### src/rtl/fanin_req_arb_bridge_if.sv
// fanin_req_arb_bridge_if: upstream request fan-in bus plus registered downstream request port
interface fanin_req_arb_bridge_if #(
    parameter int N_CH       = 4,
    parameter int ADDR_WIDTH = 32,
    parameter int DATA_WIDTH = 32,
    parameter int BE_WIDTH   = DATA_WIDTH/8,
    parameter int ID_WIDTH   = 16,
    parameter int AUX_WIDTH  = 32,
    parameter int CH_W       = (N_CH > 1) ? $clog2(N_CH) : 1
);
    logic [N_CH-1:0]            data_req_i;
    logic [N_CH*DATA_WIDTH-1:0] data_wdata_i;
    logic [N_CH*ADDR_WIDTH-1:0] data_add_i;
    logic [N_CH-1:0]            data_wen_i;
    logic [N_CH*BE_WIDTH-1:0]   data_be_i;
    logic [N_CH*ID_WIDTH-1:0]   data_ID_i;
    logic [N_CH*AUX_WIDTH-1:0]  data_aux_i;
    logic [N_CH-1:0]            data_gnt_o;
    logic                       data_req_o;
    logic [DATA_WIDTH-1:0]      data_wdata_o;
    logic [ADDR_WIDTH-1:0]      data_add_o;
    logic                       data_wen_o;
    logic [BE_WIDTH-1:0]        data_be_o;
    logic [ID_WIDTH-1:0]        data_ID_o;
    logic [AUX_WIDTH-1:0]       data_aux_o;
    logic [CH_W-1:0]            data_src_o;
    logic                       data_gnt_i;

    modport slave (
        input  data_req_i, data_wdata_i, data_add_i, data_wen_i, data_be_i, data_ID_i, data_aux_i, data_gnt_i,
        output data_gnt_o, data_req_o, data_wdata_o, data_add_o, data_wen_o, data_be_o, data_ID_o, data_aux_o, data_src_o
    );
    modport master (
        output data_req_i, data_wdata_i, data_add_i, data_wen_i, data_be_i, data_ID_i, data_aux_i, data_gnt_i,
        input  data_gnt_o, data_req_o, data_wdata_o, data_add_o, data_wen_o, data_be_o, data_ID_o, data_aux_o, data_src_o
    );
endinterface

### src/rtl/fanin_req_arb_bridge.sv
// fanin_req_arb_bridge: round-robin N-channel request fan-in into a one-entry registered slice
module fanin_req_arb_bridge #(
    parameter int N_CH       = 4,
    parameter int ADDR_WIDTH = 32,
    parameter int DATA_WIDTH = 32,
    parameter int BE_WIDTH   = DATA_WIDTH/8,
    parameter int ID_WIDTH   = 16,
    parameter int AUX_WIDTH  = 32,
    parameter int CH_W       = (N_CH > 1) ? $clog2(N_CH) : 1
) (
    input logic                    clk,
    input logic                    rst,
    fanin_req_arb_bridge_if.slave  bus
);
    logic                  r_valid;
    logic [CH_W-1:0]       r_ptr, r_src;
    logic [DATA_WIDTH-1:0] r_wdata;
    logic [ADDR_WIDTH-1:0] r_add;
    logic                  r_wen;
    logic [BE_WIDTH-1:0]   r_be;
    logic [ID_WIDTH-1:0]   r_id;
    logic [AUX_WIDTH-1:0]  r_aux;
    logic [CH_W-1:0]       w_win, w_cand, w_ptr_nxt;
    logic                  w_accept, w_fire;
    logic [N_CH-1:0]       w_gnt;
    logic [DATA_WIDTH-1:0] w_wdata [N_CH];
    logic [ADDR_WIDTH-1:0] w_add   [N_CH];
    logic [BE_WIDTH-1:0]   w_be    [N_CH];
    logic [ID_WIDTH-1:0]   w_id    [N_CH];
    logic [AUX_WIDTH-1:0]  w_aux   [N_CH];

    for (genvar c = 0; c < N_CH; c++) begin : g_unpack
        assign w_wdata[c] = bus.data_wdata_i[c*DATA_WIDTH +: DATA_WIDTH];
        assign w_add[c]   = bus.data_add_i[c*ADDR_WIDTH +: ADDR_WIDTH];
        assign w_be[c]    = bus.data_be_i[c*BE_WIDTH +: BE_WIDTH];
        assign w_id[c]    = bus.data_ID_i[c*ID_WIDTH +: ID_WIDTH];
        assign w_aux[c]   = bus.data_aux_i[c*AUX_WIDTH +: AUX_WIDTH];
    end

    // Scan from the farthest offset down so the channel nearest rr_ptr wins; wrap by modulo.
    always_comb begin
        w_win  = '0;
        w_cand = '0;
        for (int k = N_CH - 1; k >= 0; k--) begin
            w_cand = CH_W'((int'(r_ptr) + k) % N_CH);
            if (bus.data_req_i[w_cand]) w_win = w_cand;
        end
    end

    assign w_accept  = ~r_valid | bus.data_gnt_i;
    assign w_fire    = ~rst & w_accept & (|bus.data_req_i);
    assign w_ptr_nxt = (w_win == CH_W'(N_CH - 1)) ? '0 : w_win + 1'b1;

    always_comb begin
        w_gnt        = '0;
        w_gnt[w_win] = w_fire;
    end

    always_ff @(posedge clk) begin
        if (rst) begin
            r_valid <= 1'b0;
            r_ptr   <= '0;
            r_src   <= '0;
            r_wdata <= '0;
            r_add   <= '0;
            r_wen   <= 1'b0;
            r_be    <= '0;
            r_id    <= '0;
            r_aux   <= '0;
        end else if (w_fire) begin
            r_valid <= 1'b1;
            r_ptr   <= w_ptr_nxt;
            r_src   <= w_win;
            r_wdata <= w_wdata[w_win];
            r_add   <= w_add[w_win];
            r_wen   <= bus.data_wen_i[w_win];
            r_be    <= w_be[w_win];
            r_id    <= w_id[w_win];
            r_aux   <= w_aux[w_win];
        end else if (bus.data_gnt_i) begin
            r_valid <= 1'b0;
        end
    end

    assign bus.data_gnt_o   = w_gnt;
    assign bus.data_req_o   = r_valid;
    assign bus.data_src_o   = r_src;
    assign bus.data_wdata_o = r_wdata;
    assign bus.data_add_o   = r_add;
    assign bus.data_wen_o   = r_wen;
    assign bus.data_be_o    = r_be;
    assign bus.data_ID_o    = r_id;
    assign bus.data_aux_o   = r_aux;
endmodule

### src/flat_wrapper.sv
// flat-port wrapper written by rule: the top's interface ports become plain ports
module fanin_req_arb_bridge_flat 
#(
    parameter int N_CH       = 4,
    parameter int ADDR_WIDTH = 32,
    parameter int DATA_WIDTH = 32,
    parameter int BE_WIDTH   = DATA_WIDTH/8,
    parameter int ID_WIDTH   = 16,
    parameter int AUX_WIDTH  = 32,
    parameter int CH_W       = (N_CH > 1) ? $clog2(N_CH) : 1
)
  (clk, rst, bus_data_req_i, bus_data_wdata_i, bus_data_add_i, bus_data_wen_i, bus_data_be_i, bus_data_ID_i, bus_data_aux_i, bus_data_gnt_i, bus_data_gnt_o, bus_data_req_o, bus_data_wdata_o, bus_data_add_o, bus_data_wen_o, bus_data_be_o, bus_data_ID_o, bus_data_aux_o, bus_data_src_o);
  fanin_req_arb_bridge_if #(.N_CH(N_CH), .ADDR_WIDTH(ADDR_WIDTH), .DATA_WIDTH(DATA_WIDTH), .BE_WIDTH(BE_WIDTH), .ID_WIDTH(ID_WIDTH), .AUX_WIDTH(AUX_WIDTH), .CH_W(CH_W)) bus_i ();
  input logic clk;
  input logic rst;
  input wire logic [$bits(bus_i.data_req_i)-1:0] bus_data_req_i;
  input wire logic [$bits(bus_i.data_wdata_i)-1:0] bus_data_wdata_i;
  input wire logic [$bits(bus_i.data_add_i)-1:0] bus_data_add_i;
  input wire logic [$bits(bus_i.data_wen_i)-1:0] bus_data_wen_i;
  input wire logic [$bits(bus_i.data_be_i)-1:0] bus_data_be_i;
  input wire logic [$bits(bus_i.data_ID_i)-1:0] bus_data_ID_i;
  input wire logic [$bits(bus_i.data_aux_i)-1:0] bus_data_aux_i;
  input wire logic [$bits(bus_i.data_gnt_i)-1:0] bus_data_gnt_i;
  output wire logic [$bits(bus_i.data_gnt_o)-1:0] bus_data_gnt_o;
  output wire logic [$bits(bus_i.data_req_o)-1:0] bus_data_req_o;
  output wire logic [$bits(bus_i.data_wdata_o)-1:0] bus_data_wdata_o;
  output wire logic [$bits(bus_i.data_add_o)-1:0] bus_data_add_o;
  output wire logic [$bits(bus_i.data_wen_o)-1:0] bus_data_wen_o;
  output wire logic [$bits(bus_i.data_be_o)-1:0] bus_data_be_o;
  output wire logic [$bits(bus_i.data_ID_o)-1:0] bus_data_ID_o;
  output wire logic [$bits(bus_i.data_aux_o)-1:0] bus_data_aux_o;
  output wire logic [$bits(bus_i.data_src_o)-1:0] bus_data_src_o;
  assign bus_i.data_req_i = bus_data_req_i;
  assign bus_i.data_wdata_i = bus_data_wdata_i;
  assign bus_i.data_add_i = bus_data_add_i;
  assign bus_i.data_wen_i = bus_data_wen_i;
  assign bus_i.data_be_i = bus_data_be_i;
  assign bus_i.data_ID_i = bus_data_ID_i;
  assign bus_i.data_aux_i = bus_data_aux_i;
  assign bus_i.data_gnt_i = bus_data_gnt_i;
  assign bus_data_gnt_o = bus_i.data_gnt_o;
  assign bus_data_req_o = bus_i.data_req_o;
  assign bus_data_wdata_o = bus_i.data_wdata_o;
  assign bus_data_add_o = bus_i.data_add_o;
  assign bus_data_wen_o = bus_i.data_wen_o;
  assign bus_data_be_o = bus_i.data_be_o;
  assign bus_data_ID_o = bus_i.data_ID_o;
  assign bus_data_aux_o = bus_i.data_aux_o;
  assign bus_data_src_o = bus_i.data_src_o;
  fanin_req_arb_bridge #(.N_CH(N_CH), .ADDR_WIDTH(ADDR_WIDTH), .DATA_WIDTH(DATA_WIDTH), .BE_WIDTH(BE_WIDTH), .ID_WIDTH(ID_WIDTH), .AUX_WIDTH(AUX_WIDTH), .CH_W(CH_W)) u_core (.clk(clk), .rst(rst), .bus(bus_i));
endmodule
### config.mk
export PLATFORM = sky130hd
export DESIGN_NAME = fanin_req_arb_bridge_flat
export DESIGN_NICKNAME = d
export VERILOG_FILES = /design/src/rtl/fanin_req_arb_bridge_if.sv /design/src/rtl/fanin_req_arb_bridge.sv /design/src/flat_wrapper.sv
export SDC_FILE = /design/constraint.sdc
export NUM_CORES = 1
export LEC_CHECK = 0
export ABC_AREA = 0
export BUFFER_PORTS_ARGS = -buffer_cell sky130_fd_sc_hd__buf_2
export CELL_PAD_IN_SITES_DETAIL_PLACEMENT = 0
export CELL_PAD_IN_SITES_GLOBAL_PLACEMENT = 1
export CORE_AREA = 4 4 228 230
export DETAILED_ROUTE_END_ITERATION = 16
export DIE_AREA = 0 0 232 234
export PLACE_DENSITY_LB_ADDON = 0.1
export REMOVE_ABC_BUFFERS = 1
export SYNTH_ARGS = -nofsm -noshare
export SYNTH_HDL_FRONTEND = slang
export SYNTH_SLANG_ARGS = --single-unit
### constraint.sdc
create_clock -name clk -period 2.4 [get_ports clk]
set_clock_uncertainty 0.15 [all_clocks]
set_input_delay 0.24 -clock clk [delete_from_list [all_inputs] [get_ports clk]]
set_output_delay 0.24 -clock clk [all_outputs]
set_load 0.005 [all_outputs]
Word-level counts from Yosys, hierarchy flattened
Cells that the tools add are included.
{"block": "totals", "in_bits": 475, "wordCells": 65, "out_inout_bits": 124, "ff_bits": 122}
{"block": "op_classes", "eq_ne": 1, "n_reduce_logical": 3, "n_addsub": 4, "mux": 34, "bitwise_logic": 7, "magnitude_cmp": 7}
{"operator": "$bmux W32 S2", "n": 3}
{"operator": "$mux W32", "n": 6}
{"operator": "$bmux W16 S2", "n": 1}
{"operator": "$mux W16", "n": 2}
{"operator": "$lt A2 B3 Y1 const B", "n": 5}
{"operator": "$bmux W1 S2", "n": 5}
{"operator": "$mux W2", "n": 5}
{"operator": "$bmux W4 S2", "n": 1}
{"operator": "$mux W1", "n": 8}
{"operator": "$mux W4", "n": 2}
{"operator": "$add A2 B1 Y2 const B", "n": 2}
{"operator": "$add A2 B2 Y2 const B", "n": 2}
{"operator": "$and A4 B4 Y4", "n": 1}
{"operator": "$reduce_or A4 Y1", "n": 1}
{"operator": "$ge A3 B3 Y1 const B", "n": 1}
{"operator": "$not A2 Y3", "n": 1}
{"operator": "$and A1 B1 Y1", "n": 2}
{"operator": "$demux W1 S2", "n": 1}
{"operator": "$eq A2 B2 Y1 const B", "n": 1}
{"operator": "$ge A2 B1 Y1 const B", "n": 1}
{"operator": "$not A1 Y1", "n": 2}
{"operator": "$reduce_bool A2 Y1", "n": 1}
{"operator": "$logic_and A1 B1 Y1", "n": 1}
{"operator": "$or A1 B1 Y1", "n": 1}

Longest topological paths before layout
{"block": "logic_depth", "depth_word": 12, "ltp_mapped": 10, "mapped_depth_nobuf": 7}

Worst setup path before layout
No wires, ideal clock.
{"block": "synth_timing", "path_kind": "register -> register", "from": "reg u_core.r_ptr[1]", "to": "reg u_core.r_ptr[0]", "setup_slack_ns": 0.169, "required_time_ns": 2.180, "period_less_slack_ns": 2.231, "n_path_buf": 3, "t_arrival_ns": 2.011, "path_stages_with_launch": 11, "setup_time_ns": 0.070, "path_cell_list": "dfxtp_1 -> nand2_1 -> a211o_1 -> buf_2 -> nand2_1 -> inv_1 -> buf_2 -> buf_2 -> ha_1 -> or3_1 -> a21oi_1"}
{"block": "synth_between", "elab_chain_cells": 9, "word_cells_on_any_way": 18, "classes_between": "add/sub: 4; eq/ne: 1; mux: 13"}
{"item": "from (decl)", "line_no": "fanin_req_arb_bridge.sv:16", "rtl": "logic [CH_W-1:0] r_ptr, r_src;"}
{"item": "from (signal assigned)", "line_no": "fanin_req_arb_bridge.sv:72", "rtl": "r_ptr <= w_ptr_nxt;"}
{"item": "$add A2 B2 Y2", "line_no": "fanin_req_arb_bridge.sv:45", "rtl": "w_cand = CH_W'((int'(r_ptr) + k) % N_CH);"}
{"item": "$bmux W1 S2", "line_no": "fanin_req_arb_bridge.sv:46", "rtl": "if (bus.data_req_i[w_cand]) w_win = w_cand;"}
{"item": "$mux W1 (not written as such)", "line_no": "fanin_req_arb_bridge.sv:46"}
{"item": "$mux W2 (3 in a row)", "line_no": "fanin_req_arb_bridge.sv:46"}
{"item": "$mux W2 (*)", "line_no": "fanin_req_arb_bridge.sv:46"}
{"item": "$add A2 B1 Y2 or $eq A2 B2 Y1 (tied branches)", "line_no": "fanin_req_arb_bridge.sv:52", "rtl": "assign w_ptr_nxt = (w_win == CH_W'(N_CH - 1)) ? '0 : w_win + 1'b1;"}
{"item": "$mux W2 (*)", "line_no": "fanin_req_arb_bridge.sv:52"}
Mark *: on every way between the ends. The rest lies on a longest branch, timed or not. The select of a mux whose other input is x is not followed.
A chain may end at the register's enable or synchronous reset.

Worst setup path after layout
{"block": "layout_timing", "from": "in rst", "to": "out bus_data_gnt_o[2]"}
{"block": "layout_between", "elab_chain_cells": 4}
{"item": "from (decl)", "line_no": "flat_wrapper.sv:15", "rtl": "input logic rst;"}
{"item": "$not A1 Y1", "line_no": "fanin_req_arb_bridge.sv:51", "rtl": "assign w_fire = ~rst & w_accept & (|bus.data_req_i);"}
{"item": "$and A1 B1 Y1 (2 in a row)", "line_no": "fanin_req_arb_bridge.sv:51"}
{"item": "$and A4 B4 Y4 (no line)"}
{"item": "to (decl)", "line_no": "flat_wrapper.sv:24", "rtl": "output wire logic [$bits(bus_i.data_gnt_o)-1:0] bus_data_gnt_o;"}
Every way passes these cells.

==> impl_metrics.csv <==
group,metric,value,unit
run_status,status,"complete, no violations",
min_path,worstHoldStart,"bus_data_add_i[50]",
min_path,hold_depth,3,
layout,postLayoutCoreUtil,31.42,%
timing,setup_ws,62.24,ps
global_routing,global_route.usage.met3,5.977,%
clock_network,tritoncts_num_sinks,122,
flow_run,drv_cap,0,
place,port_buffers,598,
clock_network,clock_insertion_delay_worst_skew,440,ps
synth,post_synth.cell_area_avg,8.591,um^2
layout,area.growth.synth_to_final,84.55,%
place,place_area,12540,um^2
layout,final_cell_mix,"597 x sky130_fd_sc_hd__buf_2, 223 x sky130_fd_sc_hd__dlygate4sd3_1, 198 x sky130_fd_sc_hd__and3_1",
floorplan,floorplan.io_pins,599,
detailed_routing,wirelength_routed,53040,um
setup_path,timing.critical_path.arrival,1950,ps
timing,min_period_over_period,97.41,%
synth,synth_sequential_area_ratio,28.77,%
setup_path,timing.critical_path.slowest_cell_delay,540,ps
timing,clock.fmax,427.8,MHz
power_and_ir_drop,irDropWorstVdd,0.4574,mV
synth,synthesis.area,8488,um^2
place,hpwl,38570,um
layout,post_route_cells_drive_above_1_share,46.55,%
clock_network,cts_tree,"done",
floorplan,start_util,17.02,%
timing,timing.final.max_slew_violations,0,
floorplan,fp-row-count,82,
setup_path,r2r_setup_slack,70,ps
clock_network,htree_levels,4,
setup_path,critical_path.cell_chain,"dlygate4sd3_1 > buf_2 > or3_4 > buf_12 > nor3_1 > buf_2",
clock_network,tritoncts.num_buffers,17,
detailed_routing,drt_drc_violations_left,0,
detailed_routing,detail_route.first_pass.iterations,5,
setup_path,cp_slowest_cell,"sky130_fd_sc_hd__dlygate4sd3_1",
detailed_routing,postRouteAntennaNets,0,
floorplan,die_area,54290,um^2
place,preCtsSetupSlack,-8.126,ps
setup_path,timing.critical_path.mode_cell,"sky130_fd_sc_hd__buf_2",
setup_path,worstRegToRegCells,8,
timing,final.min_clock_period,2338,ps
synth,synth-edff-count,0,
global_routing,grt_pass1_vias,11810,
clock_network,cts.reportedPaths.clkPinSlew,60,ps
global_routing,grt_antenna_before_repair,19,
floorplan,dieWidth,232,um
detailed_routing,wl_cell,21.28,um
setup_path,critPathLaunchType,"input port",
synth,synthDistinctLibCells,35,
min_path,holdCritPathClass,"input port to register",
clock_network,clock-root-buffer,"sky130_fd_sc_hd__clkbuf_16",
min_path,hold-path-endpoint,"u_core.bus.data_add_o[18]",
setup_path,critical_path_peak_fanout,24,
setup_path,timing_worst_setup_path_type,"input port to output port",
global_routing,globalRouteTotalUtil,18.43,%
setup_path,critPathRequiredTime,2010,ps
timing,total_negative_slack,0,ps
global_routing,grt_max_degree,92,
global_routing,global_route.usage.met1,21.52,%
setup_path,timing.rr.end,"u_core.bus.data_wdata_o[25]",
place,globalplace.congestion,0.8041,
timing,worst-slew-pin-transition,528.5,ps
layout,final_nets,2274,
setup_path,end_kind,"output port",
global_routing,met2_usage,32.93,%
layout,final_common_cell,"sky130_fd_sc_hd__buf_2",
timing,timing.final.setup_violations,0,
timing,final_hold_viol_count,0,
floorplan,die-height,234,um
layout,stdcell_area,15670,um^2
global_routing,globalRouteOverflowTotal,0,
detailed_routing,via_total_after_detailed_routing,11230,
global_routing,grt_pass1_wl,75750,um
power_and_ir_drop,leakage,7.233,nW
synth,synth-warning-count,0,
detailed_routing,drt-initial-drc-count,417,
clock_network,clock_tree.buffer_depth,2,
power_and_ir_drop,power-per-cell-area,664.8,nW/um^2
timing,worst_slew_margin_rel,64.58,%
synth,cell_count_after_synthesis,988,
global_routing,busiest_grt_layer,"met2",
timing,grt_setup_unrepaired,"yes",
synth,share_of_synthesized_flip_flops_with_an_asynchronous_set_or_reset,0,%
synth,postSynth.topFlopCell,"sky130_fd_sc_hd__dfxtp_1",
setup_path,r2r_start,"u_core.r_ptr[0]",
power_and_ir_drop,post-layout-total-power,0.01041,W
detailed_routing,route.detailed.vias_per_inst,4.508,
synth,ys_ff_latch,122,
floorplan,core_area,49860,um^2
[worst max-delay path, delay by kind of cell]
kind | cells | cell delay, ps
buffers and inverters | 4 | 1070
and+or+nand+nor | 2 | 620
[worst max-delay path by stage]
stage / startpoint / end / depth (start not counted)
final: rst / bus_data_gnt_o[2] / 6
after global routing: u_core.r_ptr[0] / bus_data_gnt_o[3] / 6
after CTS: u_core.r_ptr[0] / bus_data_gnt_o[3] / 6
after detailed placement: bus_data_req_i[3] / bus_data_gnt_o[1] / 8
after global placement: bus_data_req_i[0] / u_core.bus.data_wdata_o[20] / 8
after floorplan: u_core.r_ptr[1] / u_core.r_ptr[0] / 7
[area by class of cell]
type                            instances  area (um^2)
Fill cell                            5419        34200
Timing Repair Buffer                  917         6416
Multi-Input combinational cell        739         5406
Sequential cell                       122         2450
Tap cell                              672        840.8
Clock buffer                           27        493.0
Antenna cell                           11        27.53
Inverter                                1        16.27
Clock inverter                          3        15.01
[cell usage after synthesis (2+ instances only)]
cell                         n  area, um^2
sky130_fd_sc_hd__mux2i_1    18       180.2
sky130_fd_sc_hd__o31ai_1    53       397.9
sky130_fd_sc_hd__nand2_1   124       465.5
sky130_fd_sc_hd__a211oi_1  142        1066
sky130_fd_sc_hd__a211o_1    19       166.4
sky130_fd_sc_hd__buf_1       2       7.510
sky130_fd_sc_hd__o31ai_2    46       575.6
sky130_fd_sc_hd__clkbuf_1   61       229.0
sky130_fd_sc_hd__a211oi_2   57       713.2
sky130_fd_sc_hd__o21ai_0    20       100.1
sky130_fd_sc_hd__dfxtp_1   122        2442
sky130_fd_sc_hd__buf_2      28       140.1
sky130_fd_sc_hd__nor2_1      3       11.26
sky130_fd_sc_hd__nor2b_1     6       37.54
sky130_fd_sc_hd__nor3_1      3       15.01
sky130_fd_sc_hd__or3_1       2       12.51
sky130_fd_sc_hd__buf_4      11       82.58
sky130_fd_sc_hd__o211ai_1   18       135.1
sky130_fd_sc_hd__nand3_1    18       90.09
sky130_fd_sc_hd__buf_6      22       247.7
sky130_fd_sc_hd__buf_8       2       30.03
sky130_fd_sc_hd__and3_1    198        1239
[stage by stage]
step / cells / hold WS (ps)
global placement: 2209 / 280.7
CTS: 2472 / 0.9842
global route: 2488 / 11.46
detailed placement: 2209 / 283.7
finish: 2492 / 26.28
floorplan: 862 / 159.1
[report_power, final]
part / total (W) / switching (W) / internal, W
Sequential: 0.00275 / 0.000243 / 0.00251
Combinational: 0.00527 / 0.00273 / 0.00253
Clock: 0.00240 / 0.00101 / 0.00138
[registers in the layout (all words and copies together), names as in the netlist]
register / cells
u_core.bus.data_req_o: 1
u_core.bus.data_src_o: 2
u_core.bus.data_aux_o: 32
u_core.bus.data_wen_o: 1
u_core.r_ptr: 2
u_core.bus.data_wdata_o: 32
u_core.bus.data_add_o: 32
u_core.bus.data_be_o: 4
u_core.bus.data_ID_o: 16
[kinds of logic after synthesis]
group | Yosys count | synth area share, %
AO/OA/AOI/OAI | 358 | 37.47
adder cells (fa/ha/maj) | 1 | 0.1474
buffers and inverters | 127 | 8.726
flip-flops | 122 | 28.77
multiplexers | 18 | 2.123
AND/OR/NAND/NOR | 362 | 22.76
[repair_timing]
item / in CTS / in global routing
gates cloned: 3 / 1
endpoints found under the hold margin: 119 / 0
pin swaps: 6 / 6
hold buffers: 223 / 0
setup endpoints to repair: 4 / 46
buffers inserted: 7 / 8
gates resized for setup: 19 / 8
[layer usage]
layer  vias up  part of all wire, %
li1       5457                    -
met1      5362                   41
met2       349                   50
met3        50                  7.3
met4        16                  1.5
met5         -                 0.15
Power figures use the tool's default switching activity.
